### config.mk
export PLATFORM = sky130hd
export DESIGN_NAME = div_flat
export DESIGN_NICKNAME = d
export VERILOG_FILES = /design/src/rtl/div_if.sv /design/src/rtl/div.sv /design/src/flat_wrapper.sv
export SDC_FILE = /design/constraint.sdc
export NUM_CORES = 1
export LEC_CHECK = 0
export ABC_AREA = 1
export ABC_CLOCK_PERIOD_IN_PS = 2500
export BUFFER_PORTS_ARGS = -buffer_cell sky130_fd_sc_hd__buf_2
export CELL_PAD_IN_SITES_DETAIL_PLACEMENT = 1
export CELL_PAD_IN_SITES_GLOBAL_PLACEMENT = 1
export CORE_UTILIZATION = 40
export CTS_BUF_LIST = sky130_fd_sc_hd__clkbuf_8
export DETAILED_ROUTE_END_ITERATION = 6
export GPL_TIMING_DRIVEN = 0
export PLACE_DENSITY_LB_ADDON = 0.08
export SYNTH_ARGS = -nofsm -noshare
export SYNTH_HDL_FRONTEND = slang
export SYNTH_SLANG_ARGS = --single-unit
### constraint.sdc
create_clock -name clk_i -period 2.5 [get_ports clk_i]
set_input_delay 0.25 -clock clk_i [delete_from_list [all_inputs] [get_ports clk_i]]
set_output_delay 0.25 -clock clk_i [all_outputs]
set_load 0.03 [all_outputs]
### src/rtl/div_if.sv
// Operand/result bundle for the sequential divider: operands and start in,
// ready/err flags and registered quotient/remainder out.
interface div_if #(
  parameter int W = 8
);
  logic [2*W-1:0] a_bi;
  logic [W-1:0]   b_bi;
  logic           start_i;
  logic           ready_o;
  logic           err_o;
  logic [2*W-1:0] y_bo;
  logic [W-1:0]   r_bo;

  modport master (
    output a_bi, b_bi, start_i,
    input  ready_o, err_o, y_bo, r_bo
  );

  modport slave (
    input  a_bi, b_bi, start_i,
    output ready_o, err_o, y_bo, r_bo
  );
endinterface

### src/rtl/div.sv
// Restoring divider, one quotient bit per clock: 2W-bit dividend / W-bit divisor.
// Optional DIV_EARLY_EXIT_EN: answer a < b at the acceptance edge instead of iterating.
//
// state | meaning
// IDLE  | waiting for start_i, outputs hold last result
// WORK  | iterating, one quotient bit per edge
// READY | result valid on y_bo/r_bo/err_o; start_i restarts
module div #(
  parameter int W = 8
) (
  input  logic clk_i,
  input  logic rst_i,
  div_if.slave bus
);
  localparam int CW = $clog2(2*W);
  localparam logic [CW-1:0] CTR_LAST = CW'(2*W-1);

`ifdef DIV_EARLY_EXIT_EN
  localparam bit EarlyExit = 1'b1;
`else
  localparam bit EarlyExit = 1'b0;
`endif

  typedef enum logic [1:0] {IDLE, WORK, READY} state_t;

  state_t         state_q, state_d;
  logic [2*W-1:0] q_q, q_d;
  logic [W-1:0]   d_q, d_d;
  logic [W:0]     rem_q, rem_d;
  logic [CW-1:0]  ctr_q, ctr_d;
  logic [2*W-1:0] y_q, y_d;
  logic [W-1:0]   r_q, r_d;
  logic           err_q, err_d;

  logic [W:0]     s, t, rem_next;
  logic [2*W-1:0] q_shift;

  always_ff @(posedge clk_i) begin
    if (rst_i) begin
      state_q <= IDLE;
      q_q     <= '0;
      d_q     <= '0;
      rem_q   <= '0;
      ctr_q   <= '0;
      y_q     <= '0;
      r_q     <= '0;
      err_q   <= 1'b0;
    end else begin
      state_q <= state_d;
      q_q     <= q_d;
      d_q     <= d_d;
      rem_q   <= rem_d;
      ctr_q   <= ctr_d;
      y_q     <= y_d;
      r_q     <= r_d;
      err_q   <= err_d;
    end
  end

  always_comb begin
    state_d = state_q;
    q_d     = q_q;
    d_d     = d_q;
    rem_d   = rem_q;
    ctr_d   = ctr_q;
    y_d     = y_q;
    r_d     = r_q;
    err_d   = err_q;

    // Trial subtraction: a set MSB of t means the divisor did not fit.
    s        = {rem_q[W-1:0], q_q[2*W-1]};
    t        = s - {1'b0, d_q};
    q_shift  = {q_q[2*W-2:0], ~t[W]};
    rem_next = t[W] ? s : t;

    case (state_q)
      IDLE, READY: begin
        if (bus.start_i) begin
          q_d   = bus.a_bi;
          d_d   = bus.b_bi;
          rem_d = '0;
          ctr_d = '0;
          if (bus.b_bi == '0) begin
            state_d = READY;
            y_d     = '1;
            r_d     = '0;
            err_d   = 1'b1;
          end else if (EarlyExit && (bus.a_bi < {{W{1'b0}}, bus.b_bi})) begin
            state_d = READY;
            y_d     = '0;
            r_d     = bus.a_bi[W-1:0];
            err_d   = 1'b0;
          end else begin
            state_d = WORK;
            err_d   = 1'b0;
          end
        end
      end
      WORK: begin
        q_d   = q_shift;
        rem_d = rem_next;
        ctr_d = ctr_q + CW'(1);
        if (ctr_q == CTR_LAST) begin
          y_d     = q_shift;
          r_d     = rem_next[W-1:0];
          state_d = READY;
        end
      end
      default: state_d = IDLE;
    endcase
  end

  assign bus.ready_o = (state_q == READY);
  assign bus.err_o   = err_q;
  assign bus.y_bo    = y_q;
  assign bus.r_bo    = r_q;
endmodule

### src/flat_wrapper.sv
// flat-port wrapper written by rule: the top's interface ports become plain ports
module div_flat 
#(
  parameter int W = 8
)
  (clk_i, rst_i, bus_a_bi, bus_b_bi, bus_start_i, bus_ready_o, bus_err_o, bus_y_bo, bus_r_bo);
  div_if #(.W(W)) bus_i ();
  input  logic clk_i;
  input  logic rst_i;
  input wire logic [$bits(bus_i.a_bi)-1:0] bus_a_bi;
  input wire logic [$bits(bus_i.b_bi)-1:0] bus_b_bi;
  input wire logic [$bits(bus_i.start_i)-1:0] bus_start_i;
  output wire logic [$bits(bus_i.ready_o)-1:0] bus_ready_o;
  output wire logic [$bits(bus_i.err_o)-1:0] bus_err_o;
  output wire logic [$bits(bus_i.y_bo)-1:0] bus_y_bo;
  output wire logic [$bits(bus_i.r_bo)-1:0] bus_r_bo;
  assign bus_i.a_bi = bus_a_bi;
  assign bus_i.b_bi = bus_b_bi;
  assign bus_i.start_i = bus_start_i;
  assign bus_ready_o = bus_i.ready_o;
  assign bus_err_o = bus_i.err_o;
  assign bus_y_bo = bus_i.y_bo;
  assign bus_r_bo = bus_i.r_bo;
  div #(.W(W)) u_core (.clk_i(clk_i), .rst_i(rst_i), .bus(bus_i));
endmodule
* After elaboration in Yosys (flattened, before gate mapping)
Cells that the tools add are included.
Widths: inputs -> output; s select.
** Operators by class
- Add/subtract/negate cells :: 2
- Eq/ne operators :: 6
- Multiplexer cells :: 20
- Bitwise operators :: 1
- Reductions and logical operators :: 8
** Operators with widths (count)
- $mux 16 :: 4
- $pmux 16 s2 :: 2
- $mux 8 :: 5
- $pmux 8 s2 :: 2
- $sub 9x8->9 :: 1
- $logic_not 8->1 :: 1
- $pmux 4 s2 :: 1
- $mux 2 :: 3
- $reduce_and 2->1 :: 3
- $add 4x1->4 const B :: 1
- $eq 4x4->1 const B :: 1
- $mux 4 :: 1
- $ne 2x1->1 const B :: 2
- $pmux 2 s2 :: 1
- $reduce_and 4->1 :: 1
- $eq 2x1->1 const B :: 1
- $eq 2x2->1 const B :: 1
- $logic_not 2->1 :: 1
- $ne 2x2->1 const B :: 1
- $reduce_bool 2->1 :: 1
- $reduce_or 2->1 :: 1
- $mux 1 :: 1
- $not 1->1 :: 1
** Storage, ports and cells
- Flip-flop bits (word level) :: 63
- Input bits :: 27
- Output and inout bits :: 26

* Depth between registers and ports, before layout
Gate-level depths: netlist of run 1.
- Depth in word-level cells :: 4
- Mapped depth :: 14

* Least setup slack after synthesis of run 1
OpenSTA, ideal clock, no wires.
- Kind :: flip-flop to flip-flop
- From :: reg u_core.q_q[15]
- To :: reg u_core.rem_q[5]
- Setup time :: 132 ps
- Arrival :: 1709 ps
- Data required time :: 2368 ps
- Setup slack :: 659 ps
- Cell stages (with the launch flop) :: 14
- Path through :: dfxtp_1 > inv_1 > ha_1 > fa_1 > inv_1 > nand2_1 > nand2_1 > nand3_2 > nand2_2 > nand2_4 > nand2_4 > nand2_1 > nand3_1 > a21oi_1
** On the way
- Cells in the longest elaborated chain, start to end :: 3
** RTL lines
- start, declared :: RTL line div.sv:27 : logic [2*W-1:0] q_q, q_d;
- start signal, assigned :: RTL line div.sv:50 : q_q <= q_d;
- $sub 9x8->9 :: RTL line div.sv:72 : t = s - {1'b0, d_q};
- $mux 8 :: RTL line div.sv:74 : rem_next = t[W] ? s : t;
- $pmux 8 s2 :: RTL line div.sv:76 : case (state_q)
- end signal, assigned :: RTL line div.sv:52 : rem_q <= rem_d;
- end, declared :: RTL line div.sv:29 : logic [W:0] rem_q, rem_d;
Every way passes these cells.
A chain may end at the register's enable or synchronous reset.

* Worst setup path after layout of run 1
- From :: reg u_core.q_q[15]
- To :: reg u_core.rem_q[7]
The elaborated chain is that of the path after synthesis.

==> results_dict.tcl, run 1 <==
set metrics [dict create \
    status "finished clean" \
    netlist.area_leader.share_pct 41.1 \
    die_h_um 89.6 \
    critPathArrivalTime_ns 2.47 \
    synth_warnings 0 \
    antenna_left 0 \
    cts.root.buffer_cell "clkbuf_8" \
    starting_density_pct 41.8 \
    std_cell_rows 31 \
    dieWidth_um 89.6 \
    slew-limit-headroom_pct 63.2 \
    global_route_overflow 0 \
    die_area_um2 8020 \
    hp-class "primary input to flip-flop" \
    timing.critical_path.from_type "flip-flop" \
    layout.cells.most_common_list "dfxtp_1, buf_2, nand2_1" \
    number_of_failing_setup_endpoints_in_the_final_timing_report 0 \
    design_power_total_uw 3130 \
    power.ir.vdd_worst_mv 0.336 \
    globalplace.congestion 0.771 \
    global_route.usage.total_pct 22.8 \
    timing.critical_path.fanout_max 10 \
    clock_sink_count 63 \
    layout_cells_sized_above_1_pct 26.6 \
    cp_data_required_time_ns 2.77 \
    cts-buffers-inserted 9 \
    antenna_found_initial 0 \
    port-buffer-count 52 \
    unrepaired_setup_endpoints_after_global_routing "no" \
    pnr_worst_setup_slack_ns 0.299 \
    worst_hold_slack_ns 0.181 \
    detail_route.iter0.violations 65 \
    synth_top_cell_by_area "dfxtp_1" \
    first_pass_iters 4 \
    post_synth_main_area_contributors "dfxtp_1, nand2_1, a21oi_2" \
    post-cts-setup-buffers 0 \
    p_per_area_nw_per_um2 851 \
    vias 2777 \
    synth_sequential_area_ratio_pct 41.1 \
    crit_type "flip-flop to flip-flop" \
    wire_per_inst_um 15.4 \
    antennaDiodeCount 0 \
    fmax_mhz 454 \
    most_common_cell_after_layout_fill_and_taps_aside "dfxtp_1" \
    worstSkewPairLatency_ns 0.34 \
    area.growth.synth_to_final_pct 20.0 \
    post_route_setup_tns_ns 0 \
    drt-total-wl_mm 8.51 \
    synth.cell_area_um2 3070 \
    slew_viol_final 0 \
    leakagePower_uw 0.00165 \
    clk_buf_depth 2 \
    critical_path.endpoint_type "flip-flop" \
    final_hold_viol_count 0 \
    clock_tree.htree_level_count 3 \
    grt_pass1_wl_mm 13.4 \
    drc 0 \
    via_density 5.01 \
    cts-resized-gates 0 \
    drv.max_cap_violation_count 0 \
    final.min_clock_period_ns 2.20 \
    largest_net_degree_at_the_start_of_global_routing 13 \
    core_um2 7330 \
    yosys_register_bits 63 \
    clkTransAtPathRegs_ns 0.08 \
    preCtsSetupSlack_ns 0.354 \
    num_io_pins 53 \
    post_dp_hpwl_mm 6.28 \
    final.setup_skew_ns 0.0106 \
    yosys.cell_types.count 33 \
    synth_fp_nets 424 \
    vias_in_the_first_global_route 2716 \
    nNetsFinal 487 \
    cts_tree "yes" \
    cts_hold_repair.buffers 0 \
    synthesis.area_per_instance_um2 7.92 \
    worst_pin_slew_ns 0.552 \
    synth_cells 387 \
    post-route-period-util_pct 88.0 \
]
-- synth_stat cells (all sizes together) --
cell,count
a21oi,63
dfxtp,63
nand2,63
o21ai,51
inv,38
nor2,33
nand3,16
o21bai,14
buf,12
ha,9
clkbuf,8
nand3b,7
nand4,3
xor2,2
a211oi,1
fa,1
o211ai,1
or2,1
xnor2,1
-- layout make-up --
cell class                      count  area, µm²
Timing Repair Buffer               52        260
Sequential cell                    63       1260
Multi-Input combinational cell    266       1540
Tap cell                           99        124
Clock buffer                       10        138
Buffer                             20        128
Fill cell                         939       3650
Clock inverter                      6       92.6
Inverter                           38        143
-- metrics by stage --
step,area [µm²],util [%],instances
5_1_grt,3680,50.2,554
2_1_floorplan,3070,-,387
3_3_place_gp,3450,47.1,538
3_5_place_dp,3450,47.1,538
4_1_cts,3680,50.2,554
6_report,3680,50.2,554
-- cell families (layout without fill, tap and decap cells) --
family,after synthesis,in the layout,synth area share [%]
AO/OA/AOI/OAI,130,130,26.0
XOR/XNOR,3,3,0.857
adder cells (fa/ha/maj),10,10,4.32
buffers and inverters,58,126,8.81
flip-flops,63,63,41.1
AND/OR/NAND/NOR,123,123,18.9
-- critical path: stages (launching register included) --
cell,delay (ns)
dfxtp_1,0.34
inv_1,0.06
ha_1,0.21
fa_1,0.43
inv_1,0.09
nand2_1,0.05
nand2_1,0.12
nand3_2,0.12
nand2_2,0.11
nand2_4,0.10
nand2_4,0.13
nand2_1,0.07
nand2_1,0.07
nand2_1,0.09
a21oi_1,0.14
-- worst paths after layout --
check	from	slack, ns	cells after the start	end
worst min-delay path	rst_i	0.18	2	u_core.rem_q[7]
worst max register to register	u_core.q_q[15]	0.30	14	u_core.rem_q[7]
worst min register to register	u_core.d_q[6]	0.46	2	u_core.d_q[6]
worst max-delay path	u_core.q_q[15]	0.30	14	u_core.rem_q[7]
-- power breakdown --
group / total, µW / switching [µW] / internal (µW)
Clock: 1030 / 435 / 594
Sequential: 1160 / 58.8 / 1100
Combinational: 942 / 618 / 324
Total: 3130 / 1110 / 2020
-- registers in the layout, indices dropped and copies added, names as in the netlist --
register / flops
u_core.bus.r_bo: 8
u_core.d_q: 8
u_core.ctr_q: 4
u_core.bus.err_o: 1
u_core.rem_q: 8
u_core.bus.y_bo: 16
u_core.q_q: 16
u_core.state_q: 2
-- per-layer routing --
layer	GRT usage (%)	routed length [µm]	vias to the layer above
met1	30.3	4200	1306
met3	3.32	237	4
met4	7.07	61	0
met5	0	0	-
met2	38.0	4020	46
li1	-	-	1421
Note: power is estimated with default switching activity, not from simulation.
==> run 2, diff against run 1 <==
--- a/config.mk
+++ b/config.mk
@@ -10,7 +10,7 @@
 export BUFFER_PORTS_ARGS = -buffer_cell sky130_fd_sc_hd__buf_2
 export CELL_PAD_IN_SITES_DETAIL_PLACEMENT = 1
 export CELL_PAD_IN_SITES_GLOBAL_PLACEMENT = 1
-export CORE_UTILIZATION = 40
+export CORE_UTILIZATION = 42
 export CTS_BUF_LIST = sky130_fd_sc_hd__clkbuf_8
 export DETAILED_ROUTE_END_ITERATION = 6
 export GPL_TIMING_DRIVEN = 0
==> results_dict.tcl, run 2 (synthesis gave the netlist of run 1 again) <==
set metrics [dict create \
    drv.max_cap_violation_count 0 \
    critPathArrivalTime_ns 2.40 \
    post_dp_hpwl_mm 6.32 \
    antenna_left 0 \
    final.setup_skew_ns 0.0119 \
    post_route_setup_tns_ns 0 \
    final_core_util_pct 53.3 \
    post-route-period-util_pct 87.7 \
    most_common_cell_after_layout_fill_and_taps_aside "dfxtp_1" \
    grt_pass1_wl_mm 14.7 \
    globalplace.congestion 0.762 \
    via_density 5.14 \
    vias_in_the_first_global_route 2976 \
    cp_data_required_time_ns 2.71 \
    slew_viol_final 0 \
    die_h_um 87.5 \
    leakagePower_uw 0.00165 \
    clock_tree.htree_level_count 3 \
    nNetsFinal 487 \
    clock_sink_count 63 \
    worstSkewPairLatency_ns 0.36 \
    global_route.usage.total_pct 25.9 \
    starting_density_pct 44.4 \
    crit_type "flip-flop to flip-flop" \
    cts.root.buffer_cell "clkbuf_8" \
    cts_tree "yes" \
    drt-total-wl_mm 8.92 \
    cts-resized-gates 0 \
    detail_route.iter0.violations 92 \
    worst_pin_slew_ns 0.554 \
    dieWidth_um 87.5 \
    unrepaired_setup_endpoints_after_global_routing "no" \
    std_cell_rows 30 \
    status "finished clean" \
    number_of_failing_setup_endpoints_in_the_final_timing_report 0 \
    fmax_mhz 456 \
    vias 2831 \
    clk_buf_depth 2 \
    worst_hold_slack_ns 0.145 \
    clkTransAtPathRegs_ns 0.08 \
    wire_per_inst_um 16.2 \
    antennaDiodeCount 0 \
    die_area_um2 7650 \
    cts_hold_repair.buffers 0 \
    first_pass_iters 4 \
    cts-buffers-inserted 9 \
    post-cts-setup-buffers 0 \
    reg2reg_setup_slack_ns 0.31 \
    port-buffer-count 52 \
    placed_area_um2 3450 \
    final_hold_viol_count 0 \
    hp-class "primary input to flip-flop" \
    final.min_clock_period_ns 2.19 \
    area.growth.synth_to_final_pct 20.0 \
    p_per_area_nw_per_um2 864 \
    layout.cells.most_common_list "dfxtp_1, buf_2, nand2_1" \
    slew-limit-headroom_pct 63.0 \
    timing.critical_path.from_type "flip-flop" \
    final.fill_count 898 \
    global_route_overflow 0 \
    critical_path.endpoint_type "flip-flop" \
    timing.critical_path.fanout_max 10 \
    num_io_pins 53 \
    layout_cells_sized_above_1_pct 26.6 \
    drc 0 \
    power.ir.vdd_worst_mv 0.406 \
    largest_net_degree_at_the_start_of_global_routing 12 \
    final_cell_area_um2 3680 \
    antenna_found_initial 0 \
    core_um2 6910 \
]
run 2: area by class of cell:
class | instances | area, µm² | share of cell area [%]
clock buffers | 11 | 151 | 4.12
inverters | 38 | 143 | 3.88
multi-input cells | 266 | 1540 | 41.7
plain buffers | 20 | 128 | 3.47
clock inverters | 5 | 80.1 | 2.18
flip-flops and latches | 63 | 1260 | 34.3
repair buffers | 52 | 260 | 7.07
well taps | 96 | 120 | 3.27
run 2: stage by stage:
stage | power (µW) | setup WS [ns] | instances
floorplan | 1880 | 0.659 | 387
global placement | 2100 | 0.413 | 535
detailed placement | 2130 | 0.379 | 535
CTS | 3190 | 0.325 | 551
global route | 3360 | 0.0732 | 551
finish | 3180 | 0.307 | 551
run 2: worst paths after layout:
kind | endpoint | from | cells past startpoint
worst min-delay path | u_core.q_q[15] | rst_i | 2
worst max-delay path | u_core.rem_q[3] | u_core.q_q[15] | 13
worst min register to register | u_core.d_q[5] | u_core.d_q[5] | 2
worst max register to register | u_core.rem_q[3] | u_core.q_q[15] | 13
run 2: layer usage:
layer	track usage, %	vias up	wire length (µm)
met3	4.64	11	217
met2	46.7	46	4640
met1	30.4	1361	3880
met4	9.39	0	175
li1	-	1413	-
met5	0	-	0
run 2: where the power goes:
part,internal (µW),switching (µW),total (µW)
combinational,325,643,968
clock,614,434,1050
sequential,1100,58.0,1160
total,2040,1140,3180
run 2: critical path, cell delays in order, from the launching register on:
cell and delay, ns:
dfxtp_1 0.34, inv_1 0.06, ha_1 0.22, fa_1 0.41, inv_1 0.07, nand2_1 0.05, nand2_1 0.12, nand3_2 0.12
nand2_2 0.11, nand2_4 0.11, nand2_4 0.14, nand2_1 0.07, nand3_1 0.13, a21oi_1 0.09
==> run 3, diff against run 2 <==
--- a/config.mk
+++ b/config.mk
@@ -5,7 +5,6 @@
 export SDC_FILE = /design/constraint.sdc
 export NUM_CORES = 1
 export LEC_CHECK = 0
-export ABC_AREA = 1
 export ABC_CLOCK_PERIOD_IN_PS = 2500
 export BUFFER_PORTS_ARGS = -buffer_cell sky130_fd_sc_hd__buf_2
 export CELL_PAD_IN_SITES_DETAIL_PLACEMENT = 1
==> results_dict.tcl, run 3 <==
set metrics [dict create \
    netlist.area_leader.share_pct 45.1 \
    leakagePower_uw 0.00143 \
    pnr_worst_setup_slack_ns 0.0351 \
    worst_path_cell_with_the_longest_stage_delay "dfxtp_2" \
    preCtsSetupSlack_ns -0.202 \
    reg2reg_from "u_core.q_q[15]" \
    clock_tree.htree_level_count 3 \
    die_area_um2 6990 \
    std_cell_rows 29 \
    number_of_failing_setup_endpoints_in_the_final_timing_report 0 \
    drc 0 \
    hp-class "primary input to flip-flop" \
    synth_sequential_area_ratio_pct 45.1 \
    cp_data_required_time_ns 2.73 \
    final.min_clock_period_ns 2.46 \
    final_cell_area_um2 3490 \
    drv.max_cap_violation_count 0 \
    synth-edff-count 0 \
    yosys.cell_types.count 39 \
    antennaDiodeCount 0 \
    timing.critical_path.from_type "flip-flop" \
    critPathArrivalTime_ns 2.70 \
    slew-limit-headroom_pct 23.5 \
    nNetsFinal 442 \
    post_synth_main_area_contributors "dfxtp_1, nand2_1, nor2_1" \
    cts.root.buffer_cell "clkbuf_8" \
    post_synth_xor_area_fraction_pct 0.940 \
    antenna_found_initial 0 \
    via_density 5.54 \
    vias_in_the_first_global_route 2733 \
    synth_warnings 0 \
    status "finished clean" \
    unrepaired_setup_endpoints_after_global_routing "yes" \
    r2r.worst_path.cells 10 \
    final.setup_skew_ns 0.00829 \
    area.growth.synth_to_final_pct 24.7 \
    clk_buf_depth 2 \
    share_of_flip_flops_with_an_asynchronous_set_or_reset_pct 0 \
    vias 2694 \
    wire_per_inst_um 17.3 \
    synth_top_cell_by_area "dfxtp_1" \
    synth_fp_nets 372 \
    worst_pin_slew_ns 1.14 \
    largest_net_degree_at_the_start_of_global_routing 11 \
    place_inst 463 \
    sink_of_the_worst_hold_path "u_core.d_q[6]" \
    synth.mux.area_fraction_pct 3.40 \
    layout.cells.most_common_list "nand2_1, dfxtp_1, buf_2" \
    placed_area_um2 3150 \
    drt-total-wl_mm 8.41 \
    ys_top_cells_by_count "dfxtp_1, nand2_1, nor2_1" \
    main_combinational_cell_family_by_area_after_synthesis "compound AO/OA/AOI/OAI gates" \
    layout.cells.non_filler 486 \
    worstSkewPairLatency_ns 0.34 \
    globalplace.congestion 0.786 \
    num_io_pins 53 \
    critical_path.endpoint_type "flip-flop" \
    synth_compound_area_share_pct 21.3 \
    synth.cell_area_um2 2800 \
    dieWidth_um 83.6 \
    starting_density_pct 43.8 \
    yosys_register_bits 63 \
    final_core_util_pct 54.6 \
    post_synth_fa_ha_maj_area_fraction_pct 4.74 \
    cts_tree "yes" \
    crit_type "flip-flop to flip-flop" \
    crit_chain "inv_2 -> ha_4 -> fa_2 -> nand2b_4 -> a211oi_4 -> mux2i_2 -> a2111oi_4 -> buf_6 -> mux2_4 -> a22o_1" \
    synthesis.area_per_instance_um2 8.35 \
    final_hold_viol_count 0 \
    cts-buffers-inserted 9 \
    die_h_um 83.6 \
    fmax_mhz 406 \
    global_route.usage.total_pct 24.3 \
    synth-simple-area-share_pct 19.7 \
    layout_cells_sized_above_1_pct 22.7 \
    reg2reg_setup_slack_ns 0.04 \
    p_per_area_nw_per_um2 788 \
    timing.hold.worst.start "bus_b_bi[6]" \
    power.ir.vdd_worst_mv 0.462 \
    core_um2 6390 \
    worst_hold_path_depth 3 \
    timing.critical_path.fanout_max 5 \
    post-route-period-util_pct 98.6 \
    cts_hold_repair.buffers 0 \
    post_dp_hpwl_mm 5.72 \
    synth_cells 335 \
    detail_route.iter0.violations 57 \
    clkTransAtPathRegs_ns 0.07 \
    critical-path-max-stage-delay_ns 0.34 \
    slew_viol_final 0 \
    antenna_left 0 \
    grt_pass1_wl_mm 13.3 \
    synthFlopType "dfxtp_1" \
    port-buffer-count 51 \
    critical_register_to_register_path_endpoint "u_core.rem_q[7]" \
    first_pass_iters 4 \
    global_route_overflow 0 \
    clock_sink_count 63 \
    post-synth-top-count-cell "dfxtp_1" \
]
-- run 3: changes by cell type after synthesis, sizes merged, moves of 6 or more --
cell	previous run	this run
a21oi	63	18
o21ai	51	14
inv	38	14
a211oi	1	18
a311oi	0	16
nor2	33	47
o21bai	14	1
nand3	16	5
buf	12	2
clkbuf	8	18
mux2i	0	8
a22o	0	6
nand3b	7	1
nor3	0	6
-- run 3: worst max-delay path, delay by kind of cell (launching register included) --
kind / cells / cell delay [ns]
muxes: 2 / 0.44
buffers and inverters: 2 / 0.24
and+or+nand+nor: 1 / 0.17
AOI/OAI and AO/OA: 3 / 0.68
DFF: 1 / 0.34
adders and majority gates: 2 / 0.50
-- run 3: layer usage --
metal	track usage (%)	wire length, µm	vias up
li1	-	-	1321
met1	32.4	4060	1315
met2	39.1	3890	48
met3	4.45	319	10
met4	9.09	128	0
met5	0	0	-
-- run 3: layout make-up --
type,count,area [µm²]
clock buffer,9,124
buffer,20,82.6
inverter,14,52.6
fill,819,2900
tap,77,96.3
clock inverter,6,55.1
multi-input combinational,238,1490
sequential,63,1260
timing repair buffer,59,323
-- run 3: worst max path at each step --
stage                   startpoint                 end  slack (ns)  depth (start not counted)
finish              u_core.q_q[15]     u_core.rem_q[7]        0.04                         10
global route        u_core.q_q[15]     u_core.rem_q[7]       -0.05                         10
CTS                 u_core.q_q[15]     u_core.rem_q[7]       -0.13                         10
detailed placement  u_core.q_q[15]     u_core.rem_q[7]       -0.20                         10
global placement    u_core.q_q[15]  u_core.bus.r_bo[7]       -0.12                         10
floorplan           u_core.q_q[15]  u_core.bus.r_bo[7]        0.06                         10
-- run 3: timing repair --
item                                    CTS  global route
gates cloned                              1             0
endpoints found under the setup margin   16            18
setup buffers                             5             3
gates resized for setup                  25             5
pin swaps                                 7             5
-- run 3: per-stage QoR --
stage          total power, µW  TNS (ns)  hold WS [ns]
2_1_floorplan             1530         0         0.386
3_3_place_gp              1660    -0.481         0.432
3_5_place_dp              1680     -1.72         0.448
4_1_cts                   2700     -1.07         0.148
5_1_grt                   2870    -0.295         0.172
6_report                  2750         0         0.163
-- run 3: logic make-up (layout without fill, tap and decap cells) --
group	count (synthesis)	in the layout
simple gates	133	133
compound gates	83	83
flops	63	63
buf+inv	34	108
fa+ha+maj	10	10
mux	9	9
xor+xnor	3	3
-- run 3: power by group --
group	leakage (µW)	switching [µW]	internal (µW)
registers	0.000514	37.0	1060
logic	0.000821	436	378
clock network	0.0000975	395	444
total	0.00143	867	1880
